<file path="config.mk">
export PLATFORM = sky130hd
export DESIGN_NAME = axi_lite_perip_slave_flat
export DESIGN_NICKNAME = d
export VERILOG_FILES = /design/src/rtl/axi_lite_pkg.sv /design/src/rtl/axi_lite_perip_slave_if.sv /design/src/rtl/perip_wstrb_decode.sv /design/src/rtl/axi_lite_perip_slave.sv /design/src/flat_wrapper.sv
export SDC_FILE = /design/constraint.sdc
export NUM_CORES = 1
export LEC_CHECK = 0
export ABC_AREA = 1
export BUFFER_PORTS_ARGS = -buffer_cell sky130_fd_sc_hd__buf_2
export CAP_MARGIN = 20
export CORE_ASPECT_RATIO = 2
export CORE_UTILIZATION = 35
export DETAILED_ROUTE_END_ITERATION = 8
export GPL_ROUTABILITY_DRIVEN = 1
export PLACE_DENSITY = 0.66
export REMOVE_ABC_BUFFERS = 1
export SKIP_CTS_REPAIR_TIMING = 1
export SLEW_MARGIN = 5
export SYNTH_ARGS = -nofsm -noshare
export SYNTH_HDL_FRONTEND = slang
export SYNTH_SLANG_ARGS = --single-unit
</file>
<file path="constraint.sdc">
create_clock -name clk -period 2.7 [get_ports clk]
set_input_delay 0.135 -clock clk [delete_from_list [all_inputs] [get_ports clk]]
set_output_delay 0.135 -clock clk [all_outputs]
set_load 0.01 [all_outputs]
</file>
<file path="src/rtl/axi_lite_pkg.sv">
// Shared AXI4-Lite / peripheral-bus definitions: response codes, peripheral
// mask encodings, responder state enum and the address-window helper.
package axi_lite_pkg;

   localparam logic [1:0] RESP_OKAY   = 2'b00;
   localparam logic [1:0] RESP_SLVERR = 2'b10;
   localparam logic [1:0] RESP_DECERR = 2'b11;

   localparam logic [1:0] MASK_BYTE = 2'b00;
   localparam logic [1:0] MASK_HALF = 2'b01;
   localparam logic [1:0] MASK_WORD = 2'b10;
   localparam logic [1:0] MASK_NONE = 2'b11;

   typedef enum logic [2:0] {
      ST_IDLE     = 3'd0,
      ST_RD_WAIT  = 3'd1,
      ST_RD_RESP  = 3'd2,
      ST_WR_PULSE = 3'd3,
      ST_WR_RESP  = 3'd4
   } state_e;

   function automatic logic addr_out_of_range(input logic [31:0] addr,
                                              input logic [31:0] base,
                                              input logic [31:0] mask);
      return (addr & mask) != (base & mask);
   endfunction

endpackage

</file>
<file path="src/rtl/axi_lite_perip_slave_if.sv">
// Bundle of the AXI4-Lite responder channels and the single-port peripheral
// bus; the slave modport is the responder's view, master the initiator's.
interface axi_lite_perip_slave_if;

   // Every channel transfers on a rising clk edge where valid and ready are
   // both high; a valid, once raised, holds with stable payload until then.
   logic [31:0] s_araddr;
   logic        s_arvalid;
   logic        s_arready;
   logic [31:0] s_rdata;
   logic [1:0]  s_rresp;
   logic        s_rvalid;
   logic        s_rready;
   logic [31:0] s_awaddr;
   logic        s_awvalid;
   logic        s_awready;
   logic [31:0] s_wdata;
   logic [3:0]  s_wstrb;
   logic        s_wvalid;
   logic        s_wready;
   logic [1:0]  s_bresp;
   logic        s_bvalid;
   logic        s_bready;
   logic [31:0] perip_addr;
   logic        perip_wen;
   logic [1:0]  perip_mask;
   logic [31:0] perip_wdata;
   logic [31:0] perip_rdata;

   modport slave (
      input  s_araddr, s_arvalid, s_rready,
      input  s_awaddr, s_awvalid, s_wdata, s_wstrb, s_wvalid, s_bready,
      input  perip_rdata,
      output s_arready, s_rdata, s_rresp, s_rvalid,
      output s_awready, s_wready, s_bresp, s_bvalid,
      output perip_addr, perip_wen, perip_mask, perip_wdata
   );

   modport master (
      output s_araddr, s_arvalid, s_rready,
      output s_awaddr, s_awvalid, s_wdata, s_wstrb, s_wvalid, s_bready,
      output perip_rdata,
      input  s_arready, s_rdata, s_rresp, s_rvalid,
      input  s_awready, s_wready, s_bresp, s_bvalid,
      input  perip_addr, perip_wen, perip_mask, perip_wdata
   );

endinterface

</file>
<file path="src/rtl/perip_wstrb_decode.sv">
// Combinational AXI write-strobe to peripheral-mask decode; only the
// low-aligned byte, half and full-word strobes are representable.
module perip_wstrb_decode
   import axi_lite_pkg::*;
(
   input  logic [3:0] wstrb_i,
   output logic [1:0] mask_o,
   output logic       legal_o
);

   always_comb begin
      mask_o  = MASK_NONE;
      legal_o = 1'b0;
      case (wstrb_i)
         4'b0001: begin mask_o = MASK_BYTE; legal_o = 1'b1; end
         4'b0011: begin mask_o = MASK_HALF; legal_o = 1'b1; end
         4'b1111: begin mask_o = MASK_WORD; legal_o = 1'b1; end
         default: ;
      endcase
   end

endmodule

</file>
<file path="src/rtl/axi_lite_perip_slave.sv">
// AXI4-Lite responder driving a single-port peripheral bus, one transaction at
// a time. Optional address-window check enabled by PERIP_RANGE_CHECK_EN.
module axi_lite_perip_slave
   import axi_lite_pkg::*;
#(
   parameter int unsigned RD_LATENCY = 2,
   parameter logic [31:0] ADDR_BASE  = 32'h8000_0000,
   parameter logic [31:0] ADDR_MASK  = 32'hFFF0_0000
) (
   input  logic                 clk,
   input  logic                 rst,
   axi_lite_perip_slave_if.slave bus,
   output state_e               dbg_state_o
);

   localparam int CNT_W = $clog2(RD_LATENCY + 1);

`ifdef PERIP_RANGE_CHECK_EN
   localparam bit RANGE_CHK = 1'b1;
`else
   localparam bit RANGE_CHK = 1'b0;
`endif

   state_e             state_q, state_d;
   logic               last_rd_q, last_rd_d;
   logic [CNT_W-1:0]   cnt_q, cnt_d;
   logic [31:0]        addr_q, addr_d;
   logic [31:0]        wdata_q, wdata_d;
   logic [31:0]        rdata_q, rdata_d;
   logic [1:0]         rresp_q, rresp_d;
   logic [1:0]         bresp_q, bresp_d;
   logic [1:0]         mask_q, mask_d;
   logic               wen_q, wen_d;
   logic               rvalid_q, rvalid_d;
   logic               bvalid_q, bvalid_d;

   logic               idle, rd_req, wr_req, rd_grant, wr_grant;
   logic               rd_oor, wr_oor;
   logic [1:0]         dec_mask;
   logic               dec_legal;

   perip_wstrb_decode u_wstrb_decode (
      .wstrb_i (bus.s_wstrb),
      .mask_o  (dec_mask),
      .legal_o (dec_legal)
   );

   // Round-robin: on contention the side that did not win last time is granted.
   assign idle     = (state_q == ST_IDLE);
   assign rd_req   = bus.s_arvalid;
   assign wr_req   = bus.s_awvalid & bus.s_wvalid;
   assign rd_grant = idle & rd_req & (~wr_req | ~last_rd_q);
   assign wr_grant = idle & wr_req & (~rd_req |  last_rd_q);

   assign rd_oor = RANGE_CHK && addr_out_of_range(bus.s_araddr, ADDR_BASE, ADDR_MASK);
   assign wr_oor = RANGE_CHK && addr_out_of_range(bus.s_awaddr, ADDR_BASE, ADDR_MASK);

   always_ff @(posedge clk) begin
      if (rst) begin
         state_q <= ST_IDLE;
      end else begin
         state_q <= state_d;
      end
   end

   always_comb begin
      state_d = state_q;
      case (state_q)
         ST_IDLE: begin
            if (rd_grant)      state_d = rd_oor ? ST_RD_RESP : ST_RD_WAIT;
            else if (wr_grant) state_d = ST_WR_PULSE;
         end
         ST_RD_WAIT:  if (cnt_q == CNT_W'(1)) state_d = ST_RD_RESP;
         ST_RD_RESP:  if (bus.s_rready) state_d = ST_IDLE;
         ST_WR_PULSE: state_d = ST_WR_RESP;
         ST_WR_RESP:  if (bus.s_bready) state_d = ST_IDLE;
         default:     state_d = ST_IDLE;
      endcase
   end

   always_comb begin
      last_rd_d = last_rd_q;
      cnt_d     = cnt_q;
      addr_d    = addr_q;
      wdata_d   = wdata_q;
      rdata_d   = rdata_q;
      rresp_d   = rresp_q;
      bresp_d   = bresp_q;
      mask_d    = mask_q;
      wen_d     = 1'b0;
      rvalid_d  = rvalid_q;
      bvalid_d  = bvalid_q;
      case (state_q)
         ST_IDLE: begin
            if (rd_grant) begin
               last_rd_d = ~last_rd_q;
               addr_d    = bus.s_araddr;
               mask_d    = MASK_NONE;
               cnt_d     = CNT_W'(RD_LATENCY);
               if (rd_oor) begin
                  rdata_d  = '0;
                  rresp_d  = RESP_DECERR;
                  rvalid_d = 1'b1;
               end
            end else if (wr_grant) begin
               last_rd_d = ~last_rd_q;
               addr_d    = bus.s_awaddr;
               wdata_d   = bus.s_wdata;
               if (wr_oor) begin
                  mask_d  = MASK_NONE;
                  bresp_d = RESP_DECERR;
               end else if (dec_legal) begin
                  wen_d   = 1'b1;
                  mask_d  = dec_mask;
                  bresp_d = RESP_OKAY;
               end else begin
                  mask_d  = MASK_NONE;
                  bresp_d = RESP_SLVERR;
               end
            end
         end
         ST_RD_WAIT: begin
            cnt_d = cnt_q - CNT_W'(1);
            if (cnt_q == CNT_W'(1)) begin
               rdata_d  = bus.perip_rdata;
               rresp_d  = RESP_OKAY;
               rvalid_d = 1'b1;
            end
         end
         ST_RD_RESP:  if (bus.s_rready) rvalid_d = 1'b0;
         ST_WR_PULSE: begin
            mask_d   = MASK_NONE;
            bvalid_d = 1'b1;
         end
         ST_WR_RESP:  if (bus.s_bready) bvalid_d = 1'b0;
         default: ;
      endcase
   end

   always_ff @(posedge clk) begin
      if (rst) begin
         last_rd_q <= 1'b0;
         cnt_q     <= '0;
         addr_q    <= '0;
         wdata_q   <= '0;
         rdata_q   <= '0;
         rresp_q   <= RESP_OKAY;
         bresp_q   <= RESP_OKAY;
         mask_q    <= MASK_NONE;
         wen_q     <= 1'b0;
         rvalid_q  <= 1'b0;
         bvalid_q  <= 1'b0;
      end else begin
         last_rd_q <= last_rd_d;
         cnt_q     <= cnt_d;
         addr_q    <= addr_d;
         wdata_q   <= wdata_d;
         rdata_q   <= rdata_d;
         rresp_q   <= rresp_d;
         bresp_q   <= bresp_d;
         mask_q    <= mask_d;
         wen_q     <= wen_d;
         rvalid_q  <= rvalid_d;
         bvalid_q  <= bvalid_d;
      end
   end

   assign bus.s_arready   = rd_grant;
   assign bus.s_awready   = wr_grant;
   assign bus.s_wready    = wr_grant;
   assign bus.s_rdata     = rdata_q;
   assign bus.s_rresp     = rresp_q;
   assign bus.s_rvalid    = rvalid_q;
   assign bus.s_bresp     = bresp_q;
   assign bus.s_bvalid    = bvalid_q;
   assign bus.perip_addr  = addr_q;
   assign bus.perip_wen   = wen_q;
   assign bus.perip_mask  = mask_q;
   assign bus.perip_wdata = wdata_q;
   assign dbg_state_o     = state_q;

endmodule

</file>
<file path="src/flat_wrapper.sv">
// flat-port wrapper written by rule: the top's interface ports become plain ports
module axi_lite_perip_slave_flat import axi_lite_pkg::*;
#(
   parameter int unsigned RD_LATENCY = 2,
   parameter logic [31:0] ADDR_BASE  = 32'h8000_0000,
   parameter logic [31:0] ADDR_MASK  = 32'hFFF0_0000
)
  (clk, rst, dbg_state_o, bus_s_araddr, bus_s_arvalid, bus_s_rready, bus_s_awaddr, bus_s_awvalid, bus_s_wdata, bus_s_wstrb, bus_s_wvalid, bus_s_bready, bus_perip_rdata, bus_s_arready, bus_s_rdata, bus_s_rresp, bus_s_rvalid, bus_s_awready, bus_s_wready, bus_s_bresp, bus_s_bvalid, bus_perip_addr, bus_perip_wen, bus_perip_mask, bus_perip_wdata);
  axi_lite_perip_slave_if bus_i ();
  input  logic clk;
  input  logic rst;
  output state_e dbg_state_o;
  input wire logic [$bits(bus_i.s_araddr)-1:0] bus_s_araddr;
  input wire logic [$bits(bus_i.s_arvalid)-1:0] bus_s_arvalid;
  input wire logic [$bits(bus_i.s_rready)-1:0] bus_s_rready;
  input wire logic [$bits(bus_i.s_awaddr)-1:0] bus_s_awaddr;
  input wire logic [$bits(bus_i.s_awvalid)-1:0] bus_s_awvalid;
  input wire logic [$bits(bus_i.s_wdata)-1:0] bus_s_wdata;
  input wire logic [$bits(bus_i.s_wstrb)-1:0] bus_s_wstrb;
  input wire logic [$bits(bus_i.s_wvalid)-1:0] bus_s_wvalid;
  input wire logic [$bits(bus_i.s_bready)-1:0] bus_s_bready;
  input wire logic [$bits(bus_i.perip_rdata)-1:0] bus_perip_rdata;
  output wire logic [$bits(bus_i.s_arready)-1:0] bus_s_arready;
  output wire logic [$bits(bus_i.s_rdata)-1:0] bus_s_rdata;
  output wire logic [$bits(bus_i.s_rresp)-1:0] bus_s_rresp;
  output wire logic [$bits(bus_i.s_rvalid)-1:0] bus_s_rvalid;
  output wire logic [$bits(bus_i.s_awready)-1:0] bus_s_awready;
  output wire logic [$bits(bus_i.s_wready)-1:0] bus_s_wready;
  output wire logic [$bits(bus_i.s_bresp)-1:0] bus_s_bresp;
  output wire logic [$bits(bus_i.s_bvalid)-1:0] bus_s_bvalid;
  output wire logic [$bits(bus_i.perip_addr)-1:0] bus_perip_addr;
  output wire logic [$bits(bus_i.perip_wen)-1:0] bus_perip_wen;
  output wire logic [$bits(bus_i.perip_mask)-1:0] bus_perip_mask;
  output wire logic [$bits(bus_i.perip_wdata)-1:0] bus_perip_wdata;
  assign bus_i.s_araddr = bus_s_araddr;
  assign bus_i.s_arvalid = bus_s_arvalid;
  assign bus_i.s_rready = bus_s_rready;
  assign bus_i.s_awaddr = bus_s_awaddr;
  assign bus_i.s_awvalid = bus_s_awvalid;
  assign bus_i.s_wdata = bus_s_wdata;
  assign bus_i.s_wstrb = bus_s_wstrb;
  assign bus_i.s_wvalid = bus_s_wvalid;
  assign bus_i.s_bready = bus_s_bready;
  assign bus_i.perip_rdata = bus_perip_rdata;
  assign bus_s_arready = bus_i.s_arready;
  assign bus_s_rdata = bus_i.s_rdata;
  assign bus_s_rresp = bus_i.s_rresp;
  assign bus_s_rvalid = bus_i.s_rvalid;
  assign bus_s_awready = bus_i.s_awready;
  assign bus_s_wready = bus_i.s_wready;
  assign bus_s_bresp = bus_i.s_bresp;
  assign bus_s_bvalid = bus_i.s_bvalid;
  assign bus_perip_addr = bus_i.perip_addr;
  assign bus_perip_wen = bus_i.perip_wen;
  assign bus_perip_mask = bus_i.perip_mask;
  assign bus_perip_wdata = bus_i.perip_wdata;
  axi_lite_perip_slave #(.RD_LATENCY(RD_LATENCY), .ADDR_BASE(ADDR_BASE), .ADDR_MASK(ADDR_MASK)) u_core (.clk(clk), .rst(rst), .bus(bus_i), .dbg_state_o(dbg_state_o));
endmodule
</file>
==> metrics.md, run 1 <==
| Metric | Value |
|---|---|
| Reg2reg start | `u_core.last_rd_q` |
| Flop-to-flop setup slack | `890 ps` |
| Final setup viols | `0` |
| Synth Instances | `649` |
| Avg Cell Area, Syn | `6.93 um2` |
| Ports | `250` |
| Crit-path max cell delay | `540 ps` |
| Clock-pin slew on the worst setup and hold paths | `80 ps` |
| Final hold vios | `0` |
| R2R depth | `7` |
| Headroom to the max-slew limit | `29.9%` |
| Worst path cell trace | `nor2_4 -> nand2_4 -> nor2_4 -> buf_4 -> buf_2` |
| Max Transition Viols Final | `0` |
| Synth warn | `0` |
| TritonCTS clock tree | `done` |
| CP arrival | `1930 ps` |
| Area leader, netlist | `dfxtp_1` |
| Max Cap Viol | `0` |
| H-tree depth | `3` |
| Placer Congestion | `0.815` |
| Via density | `4.55` |
| GRT overflow | `0` |
| Dpl cell area | `5760 um2` |
| Seq cells post-synth | `108` |
| FMAX | `0.483 GHz` |
| DRT antenna net count | `0` |
| Cell area after synthesis | `4500 um2` |
| NumNets Final | `1016` |
| EDFF count, synth | `0` |
| Post-synth top cells | `nor2_1, nand2_1, dfxtp_1` |
| # DRC | `0` |
| Fillers | `1354` |
| Critical Path End | `bus_s_wready` |
| Top sig layer | `met4` |
| Worst skew pair latency | `340 ps` |
| Crit Path Class | `reg -> out` |
| Hold_sp | `bus_s_wdata[23]` |
| R2R Path End | `u_core.last_rd_q` |
| Root Driver | `clkbuf_16` |
| Slowest-stage cell, CP | `buf_4` |
| Worst Hold Class | `in -> reg` |
| CP dominant cell by count | `nor2_4` |
| Starting DRT DRC Count | `136` |
| Num CTS Buffers | `9` |
| DRT Wirelength | `13000 um` |
| Clock tree buffer depth | `2` |
| Setup_tns | `0 ps` |
| Seq/Total Area, Yosys | `48.0%` |
| Vias in the first global route | `4230` |
| Yosys cell types | `23` |
| Outcome | `finished, final reports clean` |
| Vias | `4698` |
| Ranking of synthesized cells by area | `dfxtp_1, nor2_1, nand2_1, a21oi_1, nand3_1` |
| All-Layer GR Usage | `19.1%` |
| Worst setup EP type | `primary output` |
| Layout area overhead | `34.6%` |
| Tcrit/Tclk final | `76.6%` |
| DR WL met3 | `842 um` |
| Die area | `13300 um2` |
| CP required | `2570 ps` |
| Dpl hpwl | `9400 um` |
| Row cnt | `58` |
| Asr flop ratio synth | `0%` |
| WL per Instance | `12.6 um` |
| Met1 WL | `4850 um` |
| Initial antenna violation count | `2` |
| Unrepaired setup endpoints after global routing | `false` |
| PortBufs | `246` |
| Clock tree sinks | `108` |
| Final Cell Area | `6060 um2` |
| CP Launch Point | `u_core.dbg_state_o[2]` |
| Pwr/cell area | `728 nW/um2` |
| Lkg Pwr | `3.19 nW` |
| Met2 wire length | `7060 um` |
| Peak VDD IR | `0.368 mV` |
| Ratio of cells with drive above 1 in the final layout | `31.6%` |
| Post-layout min period | `2070 ps` |
| CP max FO | `69` |
| Synth top area share | `48.0%` |
| Top_reg_cell synth | `dfxtp_1` |
| Crit start category | `flip-flop` |
| Most common cell in the netlist | `nor2_1` |
| Core ar. | `12600 um2` |
| Pin count of the biggest net entering global routing | `72` |
| Worst clock skew | `10.5 ps` |
| DIE WIDTH | `82.2 um` |
| Worst slew pin tran | `1050 ps` |
| Chip height | `162 um` |
| First-pass GRT wire length | `19500 um` |
| Initial Util | `35.8%` |
| DRT Pass-1 Iters | `4` |
## how the worst min path moves through the flow
stage               slack [ps]                          to  cells past startpoint
floorplan                  200         u_core.bus.s_bvalid                      1
global placement           350  u_core.bus.perip_wdata[24]                      3
detailed placement         360  u_core.bus.perip_wdata[15]                      3
CTS                         -3  u_core.bus.perip_wdata[23]                      3
global route                 5  u_core.bus.perip_wdata[28]                      3
finish                       7  u_core.bus.perip_wdata[23]                      3
## placed cells by master, fill, tap and decap left out
master,count
buf_2,246
nor2_1,167
nand2_1,151
dfxtp_1,108
inv_1,49
a21oi_1,41
o21ai_0,39
nand3_1,39
clkbuf_16,9
buf_4,9
inv_6,4
conb_1,3
diode_2,2
nor2_4,2
a21oi_4,2
nand2_4,1
nand2_2,1
nand3b_1,1
nor3_1,1
nand4_1,1
inv_2,1
o21bai_1,1
nor3_2,1
ha_1,1
bufinv_16,1
clkinv_2,1
## logic make-up (layout without fill, tap and decap cells)
kind of cell / Yosys count / after routing / synth area share (%)
AO/OA/AOI/OAI: 83 / 83 / 9.79
adder cells (fa/ha/maj): 1 / 1 / 0.278
buffers and inverters: 91 / 320 / 9.42
flip-flops: 108 / 108 / 48.0
other: 1 / 5 / 0.0833
AND/OR/NAND/NOR: 365 / 365 / 32.4
## where the power goes
| group | internal, W | switching (W) | total [W] |
|---|---|---|---|
| combinational | 0.000443 | 0.000758 | 0.00120 |
| sequential | 0.00178 | 0.0000973 | 0.00188 |
| clock | 0.000727 | 0.000606 | 0.00133 |
| total | 0.00295 | 0.00146 | 0.00441 |
## metal layers
metal,vias up,GRT usage [%]
met2,160,36.7
met1,2078,18.7
met3,14,4.15
met4,0,7.50
met5,-,0
li1,2446,-
## sequential cells by signal (all words and copies together), names as in the netlist
signal,flops
u_core.bus.perip_addr,32
u_core.bus.s_bresp,1
u_core.bus.perip_mask,2
u_core.last_rd_q,1
u_core.bus.s_bvalid,1
u_core.dbg_state_o,3
u_core.cnt_q,2
u_core.bus.s_rdata,32
u_core.bus.s_rvalid,1
u_core.bus.perip_wen,1
u_core.bus.perip_wdata,32
## area by class of cell
cell class / count / area, um2 / area share (%)
Multi-Input combinational cell: 452 / 1920 / 31.7
Clock buffer: 9 / 225 / 3.72
Antenna cell: 2 / 5.00 / 0.0826
Sequential cell: 108 / 2160 / 35.7
Timing Repair Buffer: 255 / 1300 / 21.4
Inverter: 50 / 188 / 3.10
Tap cell: 150 / 188 / 3.10
Clock inverter: 6 / 70.1 / 1.16
## per-stage QoR
stage                     std cells  hold WS, ps  total power, W  util [%]  setup slack, ps
after floorplan                 610          204         0.00260         -              293
after global placement         1015          355         0.00312      45.9              880
after detailed placement       1015          362         0.00314      45.9              882
after CTS                      1030        -3.24         0.00450      48.2              580
after global routing           1032         5.45         0.00471      48.3              477
final                          1032         7.07         0.00441      48.3              631
## worst max-delay path, delay by kind of cell (launching register included)
family                 cells  cell delay, ps
buffers and inverters      2             790
and+or+nand+nor            3             410
DFF                        1             370
(Power assumes the default switching activity.)
==> run 2, diff against run 1 <==
clock period = 2.11 ns   (was 2.7 ns; I/O delays follow)
==> metrics.md, run 2 (synthesized netlist as in run 1, its figures left out) <==
| Metric | Value |
|---|---|
| # DRC | `0` |
| NumNets Final | `1032` |
| Worst clock skew | `8.87 ps` |
| Outcome | `complete, but fails checks` |
| Setup slack after layout | `212 ps` |
| DIE WIDTH | `82.2 um` |
| Ports | `250` |
| CP max FO | `51` |
| N_diodes | `0` |
| First-pass GRT wire length | `19700 um` |
| Clock tree buffer depth | `2` |
| Crit-path max cell delay | `410 ps` |
| Clock tree sinks | `108` |
| Crit start category | `flip-flop` |
| Pin count of the biggest net entering global routing | `72` |
| Slowest-stage cell, CP | `buf_4` |
| CP arrival | `1790 ps` |
| WL per Instance | `12.7 um` |
| Initial antenna violation count | `0` |
| Final Total Pwr | `0.00563 W` |
| Flop-to-flop setup slack | `520 ps` |
| Worst setup EP type | `primary output` |
| Max Cap Viol | `0` |
| CP dominant cell by count | `nor2_4` |
| GRT overflow | `0` |
| Root Driver | `clkbuf_16` |
| Crit Path Class | `reg -> out` |
| Via density | `4.51` |
| Lkg Pwr | `3.26 nW` |
| CP required | `2000 ps` |
| Final setup viols | `0` |
| R2R depth | `8` |
| Placer Congestion | `0.803` |
| Setup_tns | `0 ps` |
| Chip height | `162 um` |
| Unrepaired setup endpoints after global routing | `false` |
| H-tree depth | `3` |
| Die area | `13300 um2` |
| All-Layer GR Usage | `19.4%` |
| Peak VDD IR | `0.587 mV` |
| Initial Util | `35.8%` |
| Hold Worst Slack | `-12.4 ps` |
| FMAX | `0.527 GHz` |
| Max Transition Viols Final | `0` |
| Worst skew pair latency | `340 ps` |
| Row cnt | `58` |
| Vias | `4722` |
| Failing checks | `negative hold slack` |
| Dpl hpwl | `9600 um` |
| TritonCTS clock tree | `done` |
| DRT Wirelength | `13300 um` |
| Final hold vios | `9` |
| Vias in the first global route | `4238` |
| Core ar. | `12600 um2` |
| DRT Pass-1 Iters | `4` |
| Clock-pin slew on the worst setup and hold paths | `80 ps` |
| Most frequent cells in the layout | `buf_2, nor2_1, nand2_1` |
| Worst path cell trace | `nor2_4 -> nand2_4 -> nor2_4 -> buf_4 -> buf_2` |
| Commonest non-fill, non-tap cell in the layout | `buf_2` |
| Num CTS Buffers | `9` |
| Worst Hold Path EP | `u_core.bus.perip_wdata[15]` |
| Setup Slack @ Placement | `536 ps` |
| Tcrit/Tclk final | `89.9%` |
| PortBufs | `246` |
| Hold_sp | `bus_s_wdata[15]` |
| Pwr/cell area | `905 nW/um2` |
| R2R Path End | `u_core.bus.perip_addr[23]` |
| Ratio of cells with drive above 1 in the final layout | `31.3%` |
| Reg2reg start | `u_core.dbg_state_o[2]` |
| Post-layout min period | `1900 ps` |
| Worst Hold Class | `in -> reg` |
| DRT antenna net count | `0` |
| Layout area overhead | `38.3%` |
| Hold depth | `3` |
| Starting DRT DRC Count | `105` |
-- run 2: area by class of cell --
type	count	area, um2
multi-input cells	452	1920
well taps	150	188
inverters	50	188
clock buffers	10	239
flip-flops and latches	108	2160
repair buffers	271	1480
fillers	1326	6330
clock inverters	6	45.0
-- run 2: critical path, delay by kind of cell (launching register included) --
kind / cells / cell delay (ps)
simple gates: 3 / 430
buf+inv: 2 / 630
flops: 1 / 370
-- run 2: worst max path at each step --
stage / startpoint / end / cells past startpoint
after detailed placement: u_core.dbg_state_o[2] / u_core.bus.perip_addr[23] / 8
final: u_core.dbg_state_o[2] / bus_s_wready / 5
after global placement: u_core.dbg_state_o[2] / u_core.bus.perip_addr[9] / 8
after floorplan: u_core.dbg_state_o[2] / u_core.last_rd_q / 6
after global routing: u_core.last_rd_q / bus_s_awready / 6
after CTS: u_core.dbg_state_o[2] / bus_s_awready / 5
-- run 2: per-layer routing --
metal	track usage (%)	vias to the layer above	wire, um
li1	-	2480	-
met1	19.1	2053	5020
met4	8.77	0	338
met5	0	-	0
met2	37.0	169	7170
met3	3.81	20	772
-- run 2: through the flow --
stage                     hold slack (ps)  util [%]  instances  cell area, um2
after floorplan                       175         -        610            4270
after global placement                326      46.2       1017            5800
after detailed placement              332      46.2       1017            5800
after CTS                           -34.3      48.4       1033            6080
after global routing                0.680      49.6       1047            6220
final                               -12.4      49.6       1047            6220
-- run 2: report_power, final --
part           leakage [nW]  switching, W  internal [W]
Sequential            0.882      0.000122       0.00228
Combinational          2.23      0.000996      0.000605
Clock                 0.144      0.000781      0.000845
==> run 3, diff against run 2 <==
CELL_PAD_IN_SITES_DETAIL_PLACEMENT = 1   (was default)
CELL_PAD_IN_SITES_GLOBAL_PLACEMENT = 2   (was default)
CORE_UTILIZATION = 22   (was 35)
PLACE_DENSITY = default   (was 0.66)
PLACE_DENSITY_LB_ADDON = 0.1   (was default)
==> metrics.md, run 3 (synthesized netlist as in run 1, its figures left out) <==
| Metric | Value |
|---|---|
| Final hold vios | `10` |
| Ratio of cells with drive above 1 in the final layout | `30.8%` |
| Layout area overhead | `42.1%` |
| CP max FO | `50` |
| First-pass GRT wire length | `26200 um` |
| Max Cap Viol | `0` |
| DRT Pass-1 Iters | `4` |
| Pint | `0.00381 W` |
| CP required | `2000 ps` |
| Peak VDD IR | `0.343 mV` |
| Setup_tns | `0 ps` |
| Clock tree buffer depth | `2` |
| Hold Worst Slack | `-24.9 ps` |
| Comb power frac | `28.8%` |
| Clock-pin slew on the worst setup and hold paths | `70 ps` |
| All-Layer GR Usage | `16.5%` |
| DRT antenna net count | `0` |
| Worst clock skew | `7.98 ps` |
| Initial Util | `22.5%` |
| FMAX | `0.531 GHz` |
| Worst skew pair latency | `350 ps` |
| Lkg Pwr | `3.27 nW` |
| DIE WIDTH | `103 um` |
| Vias | `4995` |
| Starting DRT DRC Count | `70` |
| Final setup viols | `0` |
| Worst slew pin tran | `562 ps` |
| # DRC | `0` |
| Row cnt | `73` |
| Max Transition Viols Final | `0` |
| Worst Hold Class | `in -> reg` |
| Outcome | `complete, but fails checks` |
| Final Total Pwr | `0.00574 W` |
| Area of the multi-input gates | `1920 um2` |
| Net switching share of the total power | `33.6%` |
| Chip height | `204 um` |
| Ports | `250` |
| Clock tree sinks | `108` |
| Vias in the first global route | `5290` |
| Slowest-stage cell, CP | `dfxtp_1` |
| Die area | `21100 um2` |
| TritonCTS clock tree | `done` |
| Crit start category | `flip-flop` |
| Commonest non-fill, non-tap cell in the layout | `buf_2` |
| R2R depth | `7` |
| Root Driver | `clkbuf_16` |
| H-tree depth | `3` |
| Register area | `2160 um2` |
| Headroom to the max-slew limit | `62.6%` |
| Hold depth | `3` |
| Via density | `4.29` |
| GRT overflow | `0` |
| Placer Congestion | `0.729` |
| PortBufs | `246` |
| Tcrit/Tclk final | `89.3%` |
| Worst path cell trace | `inv_1 -> nand2_1 -> nand2_1 -> nor2_4 -> buf_6 -> buf_2` |
| DRT Wirelength | `17200 um` |
| Post-layout min period | `1890 ps` |
| Core ar. | `20000 um2` |
| CP dominant cell by count | `nand2_1` |
| Dpl hpwl | `13300 um` |
| Unrepaired setup endpoints after global routing | `false` |
| Pin count of the biggest net entering global routing | `51` |
| Pwr/cell area | `897 nW/um2` |
| Initial antenna violation count | `1` |
| Fillers | `2591` |
| Clock power share | `29.2%` |
| Failing checks | `negative hold slack` |
| Crit Path Class | `reg -> out` |
| WL per Instance | `14.8 um` |
| Worst setup EP type | `primary output` |
| Switching Power | `0.00193 W` |
| Sequential Power Share | `42.0%` |
| CP arrival | `1780 ps` |
| Most frequent cells in the layout | `buf_2, nor2_1, nand2_1` |
| Crit-path max cell delay | `340 ps` |
| Num CTS Buffers | `9` |
| NumNets Final | `1037` |
==> run 3: cell count changes in the layout (fill, tap and decap cells not counted), sizes merged <==
| cell | previous run | this run |
|---|---|---|
| clkinv | 3 | 1 |
| buf | 257 | 259 |
| dlygate4sd3 | 14 | 17 |
| clkbuf | 10 | 14 |
| inv | 53 | 50 |
| diode | 0 | 1 |
| bufinv | 0 | 1 |
==> run 3: routing by layer <==
metal | global-route usage (%) | up-vias | share of wire, %
met1 | 14.5 | 2323 | 35
met2 | 34.1 | 168 | 57
li1 | - | 2492 | -
met4 | 5.78 | 0 | 1.6
met5 | 0 | - | 0
met3 | 3.76 | 12 | 6.1
==> run 3: final timing paths <==
path | startpoint | end | slack [ps]
max reg2reg | u_core.last_rd_q | u_core.bus.perip_wdata[25] | 530
min | bus_s_wdata[15] | u_core.bus.perip_wdata[15] | -20
max | u_core.last_rd_q | bus_s_awready | 220
min reg2reg | u_core.bus.s_rdata[0] | u_core.bus.s_rdata[0] | 460
==> run 3: critical path, delay by kind of cell, from the launching register on <==
| kind | cells | cell delay [ps] |
|---|---|---|
| buf+inv | 3 | 600 |
| flops | 1 | 340 |
| simple gates | 3 | 460 |
==> run 3: area by class of cell <==
cell class                      count  share of cell area, %
Antenna cell                        1                 0.0391
Clock buffer                       14                   3.81
Inverter                           50                   2.93
Sequential cell                   108                   33.8
Multi-Input combinational cell    452                   30.0
Clock inverter                      2                  0.548
Tap cell                          262                   5.13
Timing Repair Buffer              276                   23.7
==> run 3: through the flow <==
step / area (um2) / setup WS [ps] / hold slack [ps] / cells / utilization (%)
floorplan: 4270 / -297 / 175 / 610 / -
finish: 6400 / 225 / -24.9 / 1165 / 32.0
global placement: 5940 / 518 / 329 / 1131 / 29.7
detailed placement: 5940 / 407 / 336 / 1131 / 29.7
CTS: 6220 / 76.3 / -44.8 / 1147 / 31.1
global route: 6400 / 118 / 1.30 / 1165 / 32.0
==> run 3: power groups by stage <==
stage          logic (W)  clock network, W  registers, W
2_1_floorplan   0.000778                 0       0.00255
3_3_place_gp     0.00164                 0       0.00244
3_5_place_dp     0.00168                 0       0.00246
4_1_cts          0.00168           0.00177       0.00241
5_1_grt          0.00189           0.00184       0.00244
6_report         0.00165           0.00168       0.00241
